## src/rtl/gpio_bank_pkg.sv

```systemverilog
// Shared definitions for the gpio_bank slice: register word offsets,
// pin mode and edge-select encodings, and the edge-match helper.
package gpio_bank_pkg;

    // Register word offsets, decoded from wraddr[4:2]
    localparam logic [2:0] GPIO_CTRL_OFS = 3'd0;
    localparam logic [2:0] GPIO_DATA_OFS = 3'd1;
    localparam logic [2:0] GPIO_EDGE_OFS = 3'd2;
    localparam logic [2:0] GPIO_PEND_OFS = 3'd3;
    localparam logic [2:0] GPIO_DBNC_OFS = 3'd4;

    // Per-pin mode held in CTRL
    typedef enum logic [1:0] {
        GPIO_MODE_OFF = 2'b00,
        GPIO_MODE_OUT = 2'b01,
        GPIO_MODE_IN  = 2'b10,
        GPIO_MODE_IRQ = 2'b11
    } gpio_mode_e;

    // Per-pin edge select held in EDGE
    typedef enum logic [1:0] {
        GPIO_EDGE_NONE = 2'b00,
        GPIO_EDGE_RISE = 2'b01,
        GPIO_EDGE_FALL = 2'b10,
        GPIO_EDGE_BOTH = 2'b11
    } gpio_edge_e;

    // True when the observed transition matches the selected edge type
    function automatic logic edge_hit(input logic [1:0] edge_sel,
                                      input logic       rise,
                                      input logic       fall);
        logic hit_s;
        case (gpio_edge_e'(edge_sel))
            GPIO_EDGE_NONE: hit_s = 1'b0;
            GPIO_EDGE_RISE: hit_s = rise;
            GPIO_EDGE_FALL: hit_s = fall;
            GPIO_EDGE_BOTH: hit_s = rise | fall;
            default:        hit_s = 1'b0;
        endcase
        return hit_s;
    endfunction

endpackage

```

## src/rtl/gpio_in_cond.sv

```systemverilog
// Per-pin input conditioning: 2-flop synchroniser, optional debounce
// (built only when GPIO_DEBOUNCE_EN is defined), prev flop and
// rise/fall detection on the conditioned value.
module gpio_in_cond
    import gpio_bank_pkg::*;
#(
    parameter int DBNC_W = 16
) (
    input  logic              clk,
    input  logic              rst,
    input  logic              pin_raw,
    input  logic [DBNC_W-1:0] dbnc,
    output logic              cond,
    output logic              rise,
    output logic              fall
);

    logic sync1_r;
    logic sync2_r;
    logic prev_r;
    logic cond_s;

    // Two-flop synchroniser for the asynchronous pad input
    always_ff @(posedge clk) begin
        if (rst) begin
            sync1_r <= 1'b0;
            sync2_r <= 1'b0;
        end else begin
            sync1_r <= pin_raw;
            sync2_r <= sync1_r;
        end
    end

`ifdef GPIO_DEBOUNCE_EN
    logic              cond_r;
    logic [DBNC_W-1:0] cnt_r;

    // Debounce: sync2 must disagree with cond for dbnc+1 cycles before cond follows
    always_ff @(posedge clk) begin
        if (rst) begin
            cond_r <= 1'b0;
            cnt_r  <= '0;
        end else if (sync2_r == cond_r) begin
            cnt_r  <= '0;
        end else if (cnt_r == dbnc) begin
            cond_r <= sync2_r;
            cnt_r  <= '0;
        end else begin
            cnt_r  <= cnt_r + DBNC_W'(1);
        end
    end

    assign cond_s = cond_r;
`else
    logic unused_dbnc_s;

    assign cond_s        = sync2_r;
    assign unused_dbnc_s = ^dbnc;
`endif

    // Previous conditioned value, tracked in every mode
    always_ff @(posedge clk) begin
        if (rst) begin
            prev_r <= 1'b0;
        end else begin
            prev_r <= cond_s;
        end
    end

    assign cond = cond_s;
    assign rise = cond_s & ~prev_r;
    assign fall = ~cond_s & prev_r;

endmodule

```

## src/rtl/gpio_bank.sv

```systemverilog
// gpio_bank: parametrised GPIO controller behind the RIB slave port.
// Registers CTRL/DATA/EDGE/PEND/DBNC, edge interrupts with W1C pending bits.
// Optional per-pin debounce is enabled by defining GPIO_DEBOUNCE_EN.
module gpio_bank
    import gpio_bank_pkg::*;
#(
    parameter int GPIO_NUM = 2,
    parameter int DBNC_W   = 16
) (
    input  logic                clk,
    input  logic                rst,
    input  logic                we,
    input  logic [31:0]         wraddr,
    input  logic [31:0]         wdata,
    output logic [31:0]         rdata,
    input  logic [GPIO_NUM-1:0] gpio_i,
    output logic [GPIO_NUM-1:0] gpio_o,
    output logic [GPIO_NUM-1:0] gpio_oe,
    output logic                irq
);

    localparam int CW = 2 * GPIO_NUM;

    logic [CW-1:0]       ctrl_r;
    logic [CW-1:0]       ctrl_nxt_s;
    logic [CW-1:0]       edge_sel_r;
    logic [GPIO_NUM-1:0] out_r;
    logic [GPIO_NUM-1:0] oe_r;
    logic [GPIO_NUM-1:0] oe_nxt_s;
    logic [GPIO_NUM-1:0] pend_r;
    logic [GPIO_NUM-1:0] pend_nxt_s;
    logic [GPIO_NUM-1:0] pend_set_s;
    logic [GPIO_NUM-1:0] pend_clr_s;
    logic [GPIO_NUM-1:0] irq_en_s;
    logic [GPIO_NUM-1:0] cond_s;
    logic [GPIO_NUM-1:0] rise_s;
    logic [GPIO_NUM-1:0] fall_s;
    logic                irq_r;
    logic                irq_nxt_s;
    logic [DBNC_W-1:0]   dbnc_s;
    logic [31:0]         rdata_s;
    logic [2:0]          ofs_s;
    logic                wr_ctrl_s;
    logic                wr_data_s;
    logic                wr_edge_s;
    logic                wr_pend_s;
    logic                unused_s;

    assign ofs_s     = wraddr[4:2];
    assign wr_ctrl_s = we && (ofs_s == GPIO_CTRL_OFS);
    assign wr_data_s = we && (ofs_s == GPIO_DATA_OFS);
    assign wr_edge_s = we && (ofs_s == GPIO_EDGE_OFS);
    assign wr_pend_s = we && (ofs_s == GPIO_PEND_OFS);

    // Address bits above/below the word index are decoded by the interconnect
    assign unused_s = ^{wraddr[31:5], wraddr[1:0], wdata};

`ifdef GPIO_DEBOUNCE_EN
    logic [DBNC_W-1:0] dbnc_r;

    // Debounce threshold register
    always_ff @(posedge clk) begin
        if (rst) begin
            dbnc_r <= '0;
        end else if (we && (ofs_s == GPIO_DBNC_OFS)) begin
            dbnc_r <= wdata[DBNC_W-1:0];
        end else begin
            dbnc_r <= dbnc_r;
        end
    end

    assign dbnc_s = dbnc_r;
`else
    assign dbnc_s = '0;
`endif

    // One conditioning lane per pin
    for (genvar k = 0; k < GPIO_NUM; k++) begin : g_pin
        gpio_in_cond #(
            .DBNC_W (DBNC_W)
        ) u_in_cond (
            .clk     (clk),
            .rst     (rst),
            .pin_raw (gpio_i[k]),
            .dbnc    (dbnc_s),
            .cond    (cond_s[k]),
            .rise    (rise_s[k]),
            .fall    (fall_s[k])
        );
    end

    // Next-state for CTRL, PEND and the registered oe/irq outputs
    always_comb begin
        ctrl_nxt_s = ctrl_r;
        pend_clr_s = '0;
        pend_set_s = '0;
        oe_nxt_s   = '0;
        irq_en_s   = '0;
        if (wr_ctrl_s) begin
            ctrl_nxt_s = wdata[CW-1:0];
        end else begin
            ctrl_nxt_s = ctrl_r;
        end
        if (wr_pend_s) begin
            pend_clr_s = wdata[GPIO_NUM-1:0];
        end else begin
            pend_clr_s = '0;
        end
        for (int k = 0; k < GPIO_NUM; k++) begin
            pend_set_s[k] = (gpio_mode_e'(ctrl_r[2*k +: 2]) == GPIO_MODE_IRQ) &&
                            edge_hit(edge_sel_r[2*k +: 2], rise_s[k], fall_s[k]);
            oe_nxt_s[k]   = (gpio_mode_e'(ctrl_nxt_s[2*k +: 2]) == GPIO_MODE_OUT);
            irq_en_s[k]   = (gpio_mode_e'(ctrl_nxt_s[2*k +: 2]) == GPIO_MODE_IRQ);
        end
        // A new edge beats a concurrent W1C of the same bit
        pend_nxt_s = (pend_r & ~pend_clr_s) | pend_set_s;
        irq_nxt_s  = |(pend_nxt_s & irq_en_s);
    end

    // Register file and registered pad/interrupt outputs
    always_ff @(posedge clk) begin
        if (rst) begin
            ctrl_r     <= '0;
            edge_sel_r <= '0;
            out_r      <= '0;
            pend_r     <= '0;
            oe_r       <= '0;
            irq_r      <= 1'b0;
        end else begin
            ctrl_r     <= ctrl_nxt_s;
            pend_r     <= pend_nxt_s;
            oe_r       <= oe_nxt_s;
            irq_r      <= irq_nxt_s;
            if (wr_edge_s) begin
                edge_sel_r <= wdata[CW-1:0];
            end else begin
                edge_sel_r <= edge_sel_r;
            end
            if (wr_data_s) begin
                out_r <= wdata[GPIO_NUM-1:0];
            end else begin
                out_r <= out_r;
            end
        end
    end

    // Zero-wait-state read mux on the current (pre-edge) register state
    always_comb begin
        rdata_s = '0;
        case (ofs_s)
            GPIO_CTRL_OFS: rdata_s = 32'(ctrl_r);
            GPIO_DATA_OFS: begin
                for (int k = 0; k < GPIO_NUM; k++) begin
                    case (gpio_mode_e'(ctrl_r[2*k +: 2]))
                        GPIO_MODE_OFF: rdata_s[k] = 1'b0;
                        GPIO_MODE_OUT: rdata_s[k] = out_r[k];
                        GPIO_MODE_IN:  rdata_s[k] = cond_s[k];
                        GPIO_MODE_IRQ: rdata_s[k] = cond_s[k];
                        default:       rdata_s[k] = 1'b0;
                    endcase
                end
            end
            GPIO_EDGE_OFS: rdata_s = 32'(edge_sel_r);
            GPIO_PEND_OFS: rdata_s = 32'(pend_r);
            GPIO_DBNC_OFS: rdata_s = 32'(dbnc_s);
            default:       rdata_s = '0;
        endcase
    end

    assign rdata   = rdata_s;
    assign gpio_o  = out_r;
    assign gpio_oe = oe_r;
    assign irq     = irq_r;

endmodule

```

## config.mk

```make
export PLATFORM = sky130hd
export DESIGN_NAME = gpio_bank
export DESIGN_NICKNAME = d
export VERILOG_FILES = /design/src/rtl/gpio_bank_pkg.sv /design/src/rtl/gpio_in_cond.sv /design/src/rtl/gpio_bank.sv
export SDC_FILE = /design/constraint.sdc
export NUM_CORES = 1
export LEC_CHECK = 0
export ABC_CLOCK_PERIOD_IN_PS = 1600
export BUFFER_PORTS_ARGS = -buffer_cell sky130_fd_sc_hd__buf_4
export CAP_MARGIN = 20
export CORE_ASPECT_RATIO = 1.5
export CORE_UTILIZATION = 37
export CTS_CLUSTER_DIAMETER = 30
export CTS_CLUSTER_SIZE = 8
export DETAILED_ROUTE_END_ITERATION = 12
export PLACE_DENSITY = 0.76
export RECOVER_POWER = 100
export SYNTH_ARGS = -nofsm -noshare
export SYNTH_HDL_FRONTEND = slang
export SYNTH_SLANG_ARGS = --single-unit
```

## constraint.sdc

```tcl
create_clock -name clk -period 1.6 [get_ports clk]
set_input_delay 0.08 -clock clk [delete_from_list [all_inputs] [get_ports clk]]
set_output_delay 0.08 -clock clk [all_outputs]
set_load 0.05 [all_outputs]
```

* Word-level counts from Yosys, hierarchy flattened
Cells that the tools add are included.
** Operators by class
- Add/sub/neg operators :: 0
- $mul :: 0
- Div/mod/pow operators :: 0
- Order comparisons :: 0
- Equal/unequal tests :: 19
- Shift-type cells :: 0
- Multiplexer cells :: 8
- Bitwise logic cells :: 14
- Reductions and logical operators :: 14
** Operator list (number)
- $eq 2x2->1 const B :: 10
- $eq 2x1->1 const B :: 6
- $logic_not 2->1 :: 4
- $pmux 1 s4 :: 2
- $pmux 2 s4 :: 1
- $eq 3x2->1 const B :: 2
- $logic_and 1x1->1 :: 6
- $pmux 1 s3 :: 2
- $reduce_or 2->1 :: 3
- $and 1x1->1 :: 4
- $and 2x2->2 :: 2
- $mux 4 :: 1
- $not 1->1 :: 4
- $pmux 2 s2 :: 1
- $eq 3x1->1 const B :: 1
- $logic_not 3->1 :: 1
- $mux 2 :: 1
- $not 2->2 :: 1
- $or 1x1->1 :: 2
- $or 2x2->2 :: 1
** Storage, ports and cells
- Register bits :: 21
- Latch bits :: 0
- Bits in writable memories :: 0
- ROM bits :: 0
- Input bits :: 69
- Output and inout bits :: 37
- Logic and storage cells :: 67
- Memories kept :: 0

* Logic depth before layout (Yosys ltp)
Gate-level depths: netlist of the first run.
- Depth after elaboration :: 8
- Mapped depth :: 6
- Depth with buffers taken out :: 6

* By module
Synthesis of the first run repeated with hierarchy kept, for this count alone.
** Unflattened totals
- Cell total of the unflattened synthesis :: 121
- Area, all modules :: 1162.4 um2
** Modules (own cells, without submodules)
- gpio_bank :: instances 1, cells each 105, area each 979.7 um2, seq. area each 300.3 um2
- gpio_in_cond :: instances 2, cells each 8, area each 91.3 um2, seq. area each 60.1 um2

* Worst setup path before layout of the first run
No wires, ideal clock.
- Kind :: register to output
- Start point :: register out_r[0] (netlist: gpio_o[0])
- End point :: output rdata[0]
- Data arrival time :: 2160 ps
- Data required time :: 1520 ps
- Setup slack :: -640 ps
- Cell stages (with the launch flop) :: 5
- Buffers on the path :: 0
- Cell sequence :: dfxtp_1 -> inv_1 -> o21ai_0 -> a211oi_1 -> a211oi_1
** Between the ends
- Word-level cells in the longest chain between the ends :: 2
** Ends and longest elaborated chain
- start, declared :: RTL line gpio_bank.sv:27 : logic [GPIO_NUM-1:0] out_r;
- start signal, assigned :: RTL line gpio_bank.sv:140 : out_r <= wdata[GPIO_NUM-1:0];
- start signal, assigned :: RTL line gpio_bank.sv:142 : out_r <= out_r;
- $pmux 1 s3 :: RTL line gpio_bank.sv:154 : case (gpio_mode_e'(ctrl_r[2*k +: 2]))
- $pmux 2 s4 :: RTL line gpio_bank.sv:150 : case (ofs_s)
- end, declared :: RTL line gpio_bank.sv:15 : output logic [31:0] rdata,
No other way between the ends.

* Worst setup path in the final report of the first run
- Start point :: register ctrl_r[3]
- End point :: output rdata[1]
** Between the ends
- Word-level cells in the longest chain between the ends :: 4
- Elaborated cells between the ends (all ways) :: 7
- Classes of those cells :: 3 x eq/ne; 2 x mux; 2 x reduce/logical
** Ends and longest elaborated chain
- start, declared :: RTL line gpio_bank.sv:24 : logic [CW-1:0] ctrl_r;
- start signal, assigned :: RTL line gpio_bank.sv:130 : ctrl_r <= ctrl_nxt_s;
- $eq 2x2->1 :: RTL line gpio_bank.sv:154
- $reduce_or 2->1 (no source line)
- $pmux 1 s3 (*) :: RTL line gpio_bank.sv:154
- $pmux 2 s4 (*) :: RTL line gpio_bank.sv:150
Mark *: on every way between the ends. The rest lies on a longest branch, timed or not.

==> results.md, run 1 <==
* Power density over the cells at 860 nW/um2
* Result of the run: finished clean
* Count of inserted antenna diode cells at 0
* Gate family responsible for the most delay along the worst path: multiplexers
* YS warnings at 0
* Post-synthesis register bit count at 21
* Number of fill cells at 344
* DP Area at 1270 um2
* Total congestion overflow after global routing at 0
* Required time reported for the critical path endpoint at 1.52 ns
* Net count reported at finish at 226
* Area enclosed by the die boundary at 3500 um2
* Cell area after synthesis at 1210 um2
* Final hold vios at 0
* Sequential cell area in the final layout at 425 um2
* Per-cell routed wire length at 9.64 um
* Final period utilization at 95.5%
* Core Area at 3130 um2
* Horizontal die dimension at 48.6 um
* Setup WS pre-CTS at 0.205 ns
* Worst setup slack after layout at 0.0722 ns
* TritonRoute pass-1 iters at 4
* Highest-delay cell along the critical path: mux4_2
* Sequential group share of total power at 48.8%
* NetSw at 0.360 mW
* Final setup skew at 0.00166 ns
* Final Routed Wirelength at 1.85 mm
* Number of buffers added on ports at 20
* Maximum number of pins on one net before global-route repair at 21
* MaxCap Viol Count at 0
* Mean number of vias per cell at 4.52
* Fmax achieved at 655 MHz
* Count of buffering cells on the critical path with inverters included at 1
* Crit path capture type: output pin
* Number of sinks driven by the clock tree at 21
* Site row count at 25
* Shortest clock period the worst path allows after layout at 1.53 ns
* Setup repair after global routing missed its margin: false
* Crit path arrival time at 1.45 ns
* Initial antenna violation count at 0
* Total DRC errors in the routed layout at 0
* Crit Path Category: flop to output pin
* Crit start category: flop
* Area taken by multi-input logic gates at 619 um2
* Vias in the first global route at 785
* Deepest clock path buffer count at 2
* Clock tree from TritonCTS: done
* Top Ports at 106
* Sequential element share of the synthesized area at 34.9%
* Total Power Consumption at 1.11 mW
* Internal Dissipation at 0.755 mW
* Async SR Flop Fraction at 0%
* H-tree lvl count at 1
* Transition time of the tightest slew-check pin at 0.780 ns
* Top flip-flop cell by instance count after synthesis: dfxtp_1
* Maximum fanout along the worst path at 5
* Yosys cell types at 29
* Final Util at 41.4%
* Area overhead of the layout relative to synthesis at 7.47%
* Combinational Power Share at 21.9%
* Post-route standard cell area excluding fillers at 1300 um2
* Sw Ratio at 32.3%
* Clk Latency, worst-skew pair at 0.25 ns
* Root buffer cell: clkbuf_8
* Number of max-slew violations in the final report at 0
* Crit-path cells: nand2_1 > o21ai_1 > mux4_2 > nor2b_4 > buf_6
* CTS hold repair buffers at 0
* Effective utilization at floorplan at 38.6%
* Chip Height at 71.9 um
* Post-synthesis instance total at 132
* Layout cells sized above 1 at 17.1%
* Classification of the worst-slack hold path: primary input to flop
* Worst Setup SP: ctrl_r[3]
* Max-Slew Margin vs Limit at 48.0%
* Number of synthesized flops with an enable pin at 0
* Antenna Nets Post-Route at 0
* Via count at 868
* Post-DP HPWL at 1.47 mm
* Global-route wire length before repair at 3.13 mm
* GRT Overall Usage at 11.2%
* CTS buffer count at 3
* R2R Path Start: g_pin[1].u_in_cond.prev_r
* Count of endpoints failing setup in the final report at 0
* Clock-pin slew on the worst setup and hold paths at 0.07 ns
* Post-Syn Area per Cell at 9.14 um2
* Crit path largest cell delay at 0.45 ns
* Detailed router's first-iteration violation count at 14
* Leakage Power at 0.537 nW
* Hold_ws at 0.0355 ns
* IR Drop Worst-Case VDD at 0.375 mV
* Portion of total power attributed to the clock network at 29.3%
* Last weighted congestion value of the routability-driven placer at 0.816
* Min-delay src: gpio_i[1]
cell usage after synthesis (all sizes together), types with 4 or more instances:
library cell | number | share of area, %
buf | 30 | 20
dfxtp | 21 | 35
nor2 | 17 | 5.3
mux2i | 12 | 10
inv | 6 | 1.9
nor2b | 6 | 3.1
ha | 4 | 4.1
nand2 | 4 | 1.2
o21ai | 4 | 1.7
per-stage QoR:
step,std cells,setup TNS [ns]
after floorplan,159,-0.171
after global placement,187,0
after detailed placement,187,0
after CTS,192,0
after global routing,192,0
final,192,0
timing repair:
item	4_1_cts	5_1_grt
buffers inserted	1	0
setup endpoints to repair	1	1
gates resized for setup	6	2
hold endpoints to repair	0	0
pin swaps	0	0
final cells by class:
type,instances,share of cell area (%)
multi-input cells,99,47.8
flip-flops and latches,21,32.8
repair buffers,22,10.3
well taps,40,3.86
clock buffers,4,3.47
inverters,6,1.74
per-layer routing:
layer  track usage (%)  routed length, um  up-vias
met3              1.89                117        4
met1              12.0                724      399
met2              20.8                972       41
met4              5.88                 36        0
met5                 0                  0        -
li1                  -                  -      424
worst register-to-register path: cells and delay by family, from the launching register on:
kind,cells,cell delay [ns]
AOI/OAI and AO/OA,3,0.44
buffers and inverters,1,0.05
adders and majority gates,1,0.27
DFF,1,0.34
and+or+nand+nor,1,0.15
state kept, by name, indices dropped and copies added, names as in the netlist:
register,count
g_pin.u_in_cond.prev_r,2
g_pin.u_in_cond.sync1_r,2
g_pin.u_in_cond.cond,2
edge_sel_r,4
gpio_oe,2
irq,1
pend_r,2
ctrl_r,4
gpio_o,2
power by group through the flow:
| stage | registers, mW | clock network, mW | logic [mW] |
|---|---|---|---|
| 3_5_place_dp | 0.555 | 0 | 0.248 |
| 2_1_floorplan | 0.561 | 0 | 0.259 |
| 5_1_grt | 0.545 | 0.355 | 0.257 |
| 3_3_place_gp | 0.555 | 0 | 0.246 |
| 6_report | 0.544 | 0.326 | 0.244 |
| 4_1_cts | 0.543 | 0.340 | 0.249 |
cells by family (layout without fill, tap and decap cells):
| kind of cell | after synthesis | count (layout) | share of synthesized area [%] |
|---|---|---|---|
| compound gates | 13 | 13 | 6.85 |
| simple gates | 41 | 41 | 18.9 |
| flops | 21 | 21 | 34.9 |
| fa+ha+maj | 4 | 4 | 4.15 |
| buf+inv | 39 | 32 | 22.8 |
| mux | 13 | 13 | 12.1 |
| other cells | 1 | 28 | 0.311 |
cells in the final DEF, fill, tap and decap left out, types with 4 or more instances in the layout:
cell      netlist  layout
conb_1          1      28
nor2_1         17      17
dfxtp_1        21      17
mux2i_1        12      12
buf_4          28      10
clkbuf_1        3       9
inv_1           6       6
nor2b_1         6       5
nand2_1         4       4
ha_1            4       4
dfxtp_2         0       4
path summary, 6_finish.rpt:
check,slack [ns],to,cells after the start
max,0.07,rdata[1],5
min,0.04,g_pin[1].u_in_cond.sync1_r,2
max reg2reg,0.29,irq,6
min reg2reg,0.44,g_pin[1].u_in_cond.cond,1
Power figures use the tool's default switching activity.
==> inputs of run 2 (changes only) <==
ABC_CLOCK_PERIOD_IN_PS = 1450   (was 1600)
clock period = 1.45 ns   (was 1.6 ns; I/O delays follow)
==> results.md, run 2 (synthesis gave the netlist of run 1 again) <==
* Last weighted congestion value of the routability-driven placer at 0.867 (+6.3%)
* Total Negative Setup Slacks at -0.0657 ns (-0.0657 ns)
* Site row count at 25 (unchanged)
* Mean number of vias per cell at 4.48 (-0.97%)
* Final period utilization at 105%
* Area overhead of the layout relative to synthesis at 17.4%
* Post-DP HPWL at 1.57 mm (+6.9%)
* Hold_ws at 0.0256 ns (-0.00983 ns)
* Classification of the worst-slack hold path: primary input to flop
* GRT Overall Usage at 12.2% (+0.97 points)
* Post-route standard cell area excluding fillers at 1420 um2 (+9.3%)
* Via count at 882 (+1.6%)
* Most frequent standard cell in the layout excluding fill and tap cells: conb_1
* Initial antenna violation count at 0 (unchanged)
* Per-cell routed wire length at 11.2 um (+16%)
* Clk Latency, worst-skew pair at 0.25 ns (about the same)
* Effective utilization at floorplan at 38.6% (unchanged)
* Total DRC errors in the routed layout at 0 (unchanged)
* Maximum fanout along the worst path at 4 (-1)
* Horizontal die dimension at 48.6 um (unchanged)
* Final Routed Wirelength at 2.20 mm (+19%)
* IR Drop Worst-Case VDD at 0.342 mV (-8.9%)
* Crit start category: flop
* Final hold vios at 0 (unchanged)
* DP Area at 1310 um2 (+3.0%)
* Final setup skew at 0.00136 ns (-0.000294 ns)
* Number of sinks driven by the clock tree at 21 (unchanged)
* Clock-pin slew on the worst setup and hold paths at 0.07 ns (about the same)
* Count of inserted antenna diode cells at 0 (unchanged)
* Worst setup slack after layout at -0.0657 ns (-0.138 ns)
* Setup repair after global routing missed its margin: true
* Vias in the first global route at 797 (+1.5%)
* Setup WS pre-CTS at 0.0722 ns (-0.132 ns)
* Top Ports at 106 (unchanged)
* Antenna Nets Post-Route at 0 (unchanged)
* Chip Height at 71.9 um (unchanged)
* Commonest non-fill, non-tap cells in the layout: conb_1 (28), buf_4 (24), nor2_1 (17), dfxtp_1 (17), mux2i_1 (12)
* Result of the run: complete, but fails checks
* Number of max-slew violations in the final report at 0 (unchanged)
* Count of endpoints failing setup in the final report at 1 (+1)
* Maximum number of pins on one net before global-route repair at 21 (unchanged)
* Net count reported at finish at 231 (+2.2%)
* Area enclosed by the die boundary at 3500 um2 (unchanged)
* Required time reported for the critical path endpoint at 1.38 ns (-0.14 ns)
* Deepest clock path buffer count at 2 (unchanged)
* CTS buffer count at 3 (unchanged)
* Leakage Power at 0.605 nW (+13%)
* Final Util at 45.3% (+3.8 points)
* Total congestion overflow after global routing at 0 (unchanged)
* Layout cells sized above 1 at 29.9% (+13 points)
* Transition time of the tightest slew-check pin at 0.801 ns (+0.0212 ns)
* Clock tree from TritonCTS: done
* Max-Slew Margin vs Limit at 46.6% (-1.4 points)
* Crit Path Category: flop to output pin
* Crit path capture type: output pin
* Root buffer cell: clkbuf_8
* Fmax achieved at 660 MHz
* Violated checks: setup timing
* H-tree lvl count at 1 (unchanged)
* Registers with the most flip-flops: ctrl_r x4, edge_sel_r x4
* Crit path arrival time at 1.44 ns (about the same)
* Core Area at 3130 um2 (unchanged)
* MaxCap Viol Count at 0 (unchanged)
* Number of buffers added on ports at 20 (unchanged)
* Global-route wire length before repair at 3.31 mm (+6.0%)
* Detailed router's first-iteration violation count at 13 (-1)
* Power density over the cells at 890 nW/um2 (+3.6%)
* Shortest clock period the worst path allows after layout at 1.52 ns
* TritonRoute pass-1 iters at 4 (unchanged)
-- run 2: what timing repair did --
action	4_1_cts	5_1_grt
setup buffers	4	0
setup endpoints to repair	2	2
resized for setup	10	6
hold buffers	0	0
-- run 2: stage by stage --
step	total power, mW	std cells
2_1_floorplan	0.908	159
3_3_place_gp	0.894	189
3_5_place_dp	0.896	189
4_1_cts	1.27	197
5_1_grt	1.31	197
6_report	1.26	197
-- run 2: layer usage --
layer | vias up | GRT usage (%) | part of all wire [%]
met1 | 407 | 13.3 | 39
met2 | 42 | 21.5 | 54
li1 | 429 | - | -
met5 | - | 0 | 0
met4 | 0 | 11.1 | 1.7
met3 | 4 | 0.210 | 5.1
-- run 2: worst max-delay path, stage by stage, from the launching register on --
cell,delay (ns)
dfxtp_2,0.35
nand2_2,0.06
o21ai_2,0.05
mux4_2,0.44
nor2b_4,0.14
buf_8,0.14
-- run 2: power breakdown --
group | internal (mW) | switching [mW] | total, mW | leakage (nW)
sequential | 0.591 | 0.00990 | 0.601 | 0.172
combinational | 0.0614 | 0.233 | 0.295 | 0.409
clock | 0.195 | 0.170 | 0.365 | 0.0228
total | 0.847 | 0.414 | 1.26 | 0.605
-- run 2: cell type report --
cell class,instances,area (um2)
clock buffers,4,45.0
repair buffers,27,210
flip-flops and latches,21,425
well taps,40,50.0
multi-input cells,99,663
fillers,336,1710
inverters,6,22.5
-- run 2: path summary, 6_finish.rpt --
kind / from / endpoint / slack (ns) / cells after the start
setup reg to reg: g_pin[1].u_in_cond.cond / irq / 0.09 / 6
hold reg to reg: g_pin[0].u_in_cond.sync1_r / g_pin[0].u_in_cond.cond / 0.44 / 1
hold / removal: gpio_i[1] / g_pin[1].u_in_cond.sync1_r / 0.03 / 2
setup / recovery: ctrl_r[3] / rdata[1] / -0.07 / 5
==> inputs of run 3 (changes only) <==
CELL_PAD_IN_SITES_DETAIL_PLACEMENT = 0   (was not set)
CELL_PAD_IN_SITES_GLOBAL_PLACEMENT = 1   (was not set)
CORE_ASPECT_RATIO = 0.9   (was 1.5)
CORE_UTILIZATION = 25   (was 37)
PLACE_DENSITY = 0.77   (was 0.76)
==> results.md, run 3 (synthesis gave the netlist of run 1 again) <==
* Crit path arrival time at 1.45 ns (about the same)
* Mean number of vias per cell at 3.80 (-15%)
* Vias in the first global route at 698 (-12%)
* Total DRC errors in the routed layout at 0 (unchanged)
* Setup WS pre-CTS at 0.0853 ns (+0.0132 ns)
* Chip Height at 67.9 um (-5.6%)
* Violated checks: setup timing
* Layout cells sized above 1 at 23.6% (-6.4 points)
* Result of the run: complete, but fails checks
* Setup slack, reg-to-reg at 0.13 ns (+0.04 ns)
* Final hold vios at 0 (unchanged)
* Crit Path Category: flop to output pin
* Clock tree from TritonCTS: done
* Antenna Nets Post-Route at 0 (unchanged)
* Crit-path cells: nand2_1 > o21ai_1 > mux4_2 > nor2b_4 > buf_6
* Transition time of the tightest slew-check pin at 0.829 ns (+0.0281 ns)
* Registers with the most flip-flops: ctrl_r x4, edge_sel_r x4
* Maximum number of pins on one net before global-route repair at 21 (unchanged)
* Area overhead of the layout relative to synthesis at 16.8%
* Detailed router's first-iteration violation count at 34 (+21)
* Site row count at 23 (-8.0%)
* Horizontal die dimension at 75.2 um (+55%)
* Total Negative Setup Slacks at -0.0702 ns (-0.00444 ns)
* Crit path capture type: output pin
* Gate family responsible for the most delay along the worst path: multiplexers
* Clock-pin slew on the worst setup and hold paths at 0.08 ns (about the same)
* Classification of the worst-slack hold path: primary input to flop
* Post-DP HPWL at 1.61 mm (+2.4%)
* Final period utilization at 105% (+0.31 points)
* Final setup skew at 0.00318 ns (+0.00182 ns)
* Clk Latency, worst-skew pair at 0.26 ns (about the same)
* Most frequent standard cell in the layout excluding fill and tap cells: conb_1
* Final Util at 31.0% (-14 points)
* Number of sinks driven by the clock tree at 21 (unchanged)
* Sequential cell area in the final layout at 425 um2 (unchanged)
* Highest-delay cell along the critical path: mux4_2
* Deepest clock path buffer count at 2 (unchanged)
* Via count at 833 (-5.6%)
* Hold_ws at 0.0172 ns (-0.00845 ns)
* Crit path largest cell delay at 0.45 ns (about the same)
* MaxCap Viol Count at 0 (unchanged)
* Top Ports at 106 (unchanged)
* Core Area at 4550 um2 (+45%)
* Count of endpoints failing setup in the final report at 1 (unchanged)
* CTS buffer count at 3 (unchanged)
* Max-Slew Margin vs Limit at 44.7% (-1.9 points)
* Power density over the cells at 900 nW/um2 (+1.1%)
* Effective utilization at floorplan at 26.5% (-12 points)
* H-tree lvl count at 1 (unchanged)
* Area taken by multi-input logic gates at 664 um2 (+0.19%)
* Number of max-slew violations in the final report at 0 (unchanged)
* Setup repair after global routing missed its margin: true
* Required time reported for the critical path endpoint at 1.38 ns (about the same)
* Crit start category: flop
* TritonRoute pass-1 iters at 4 (unchanged)
* Count of inserted antenna diode cells at 0 (unchanged)
* Area enclosed by the die boundary at 5110 um2 (+46%)
* Leakage Power at 0.568 nW (-6.1%)
* Fmax achieved at 658 MHz (-0.29%)
* Per-cell routed wire length at 9.90 um (-11%)
* Final Routed Wirelength at 2.17 mm (-1.4%)
* Number of fill cells at 516 (+54%)
* Shortest clock period the worst path allows after layout at 1.52 ns (+0.00444 ns)
* Count of buffering cells on the critical path with inverters included at 1 (unchanged)
* Number of buffers added on ports at 20 (unchanged)
* Last weighted congestion value of the routability-driven placer at 0.795 (-8.3%)
* Worst setup slack after layout at -0.0702 ns (-0.00444 ns)
* Total congestion overflow after global routing at 0 (unchanged)
* Global-route wire length before repair at 3.31 mm (unchanged)
* Net count reported at finish at 231 (unchanged)
* Root buffer cell: clkbuf_8
* IR Drop Worst-Case VDD at 0.275 mV (-20%)
* Maximum fanout along the worst path at 4 (unchanged)
* GRT Overall Usage at 8.96% (-3.2 points)
* Commonest non-fill, non-tap cells in the layout: conb_1 (28), nor2_1 (17), dfxtp_1 (17)
* Initial antenna violation count at 0 (unchanged)
[run 3: cell types whose count changed in the layout (fill, tap and decap cells not counted), sizes merged]
cell / previous run / this run
buf: 26 / 16
clkinv: 0 / 1
clkbuf: 5 / 14
[run 3: area by class of cell]
class                   instances  share of cell area [%]
inverters                       6                    1.60
multi-input cells              99                    47.2
clock buffers                   3                    2.93
well taps                      62                    5.51
repair buffers                 27                    12.3
clock inverters                 1                   0.355
flip-flops and latches         21                    30.2
[run 3: where the power goes]
part | leakage, nW | switching, mW | total [mW] | internal [mW]
logic | 0.370 | 0.232 | 0.287 | 0.0547
registers | 0.172 | 0.00926 | 0.600 | 0.591
clock network | 0.0255 | 0.190 | 0.381 | 0.192
total | 0.568 | 0.431 | 1.27 | 0.837
[run 3: repair_timing]
item,CTS,global route
hold buffers,0,0
gates resized for setup,8,8
setup buffers,3,0
hold endpoints to repair,0,0
setup endpoints to repair,2,3
[run 3: final timing paths]
| kind | startpoint | end | cells after the start |
|---|---|---|---|
| max | ctrl_r[3] | rdata[1] | 5 |
| min | gpio_i[0] | g_pin[0].u_in_cond.sync1_r | 2 |
| max reg2reg | g_pin[1].u_in_cond.cond | irq | 6 |
| min reg2reg | g_pin[1].u_in_cond.sync1_r | g_pin[1].u_in_cond.cond | 1 |
[run 3: stage by stage]
step	area [um2]	total power [mW]	cells
after CTS	1420	1.29	219
final	1410	1.27	219
after floorplan	1340	0.908	159
after detailed placement	1340	0.897	212
after global placement	1340	0.897	212
after global routing	1410	1.32	219
[run 3: worst reg2reg max path: stages (launching register included)]
cell and delay (ns):
dfxtp_2 0.32, buf_4 0.13, ha_1 0.25, and2_1 0.15, o21ai_1 0.16, a22oi_2 0.12
o2bb2ai_2 0.13
[run 3: layer usage]
| metal | up-vias | track usage (%) | wire length [um] |
|---|---|---|---|
| li1 | 431 | - | - |
| met1 | 371 | 12.8 | 1060 |
| met2 | 26 | 12.2 | 954 |
| met3 | 5 | 1.77 | 96 |
| met4 | 0 | 5.56 | 55 |
| met5 | - | 0 | 0 |
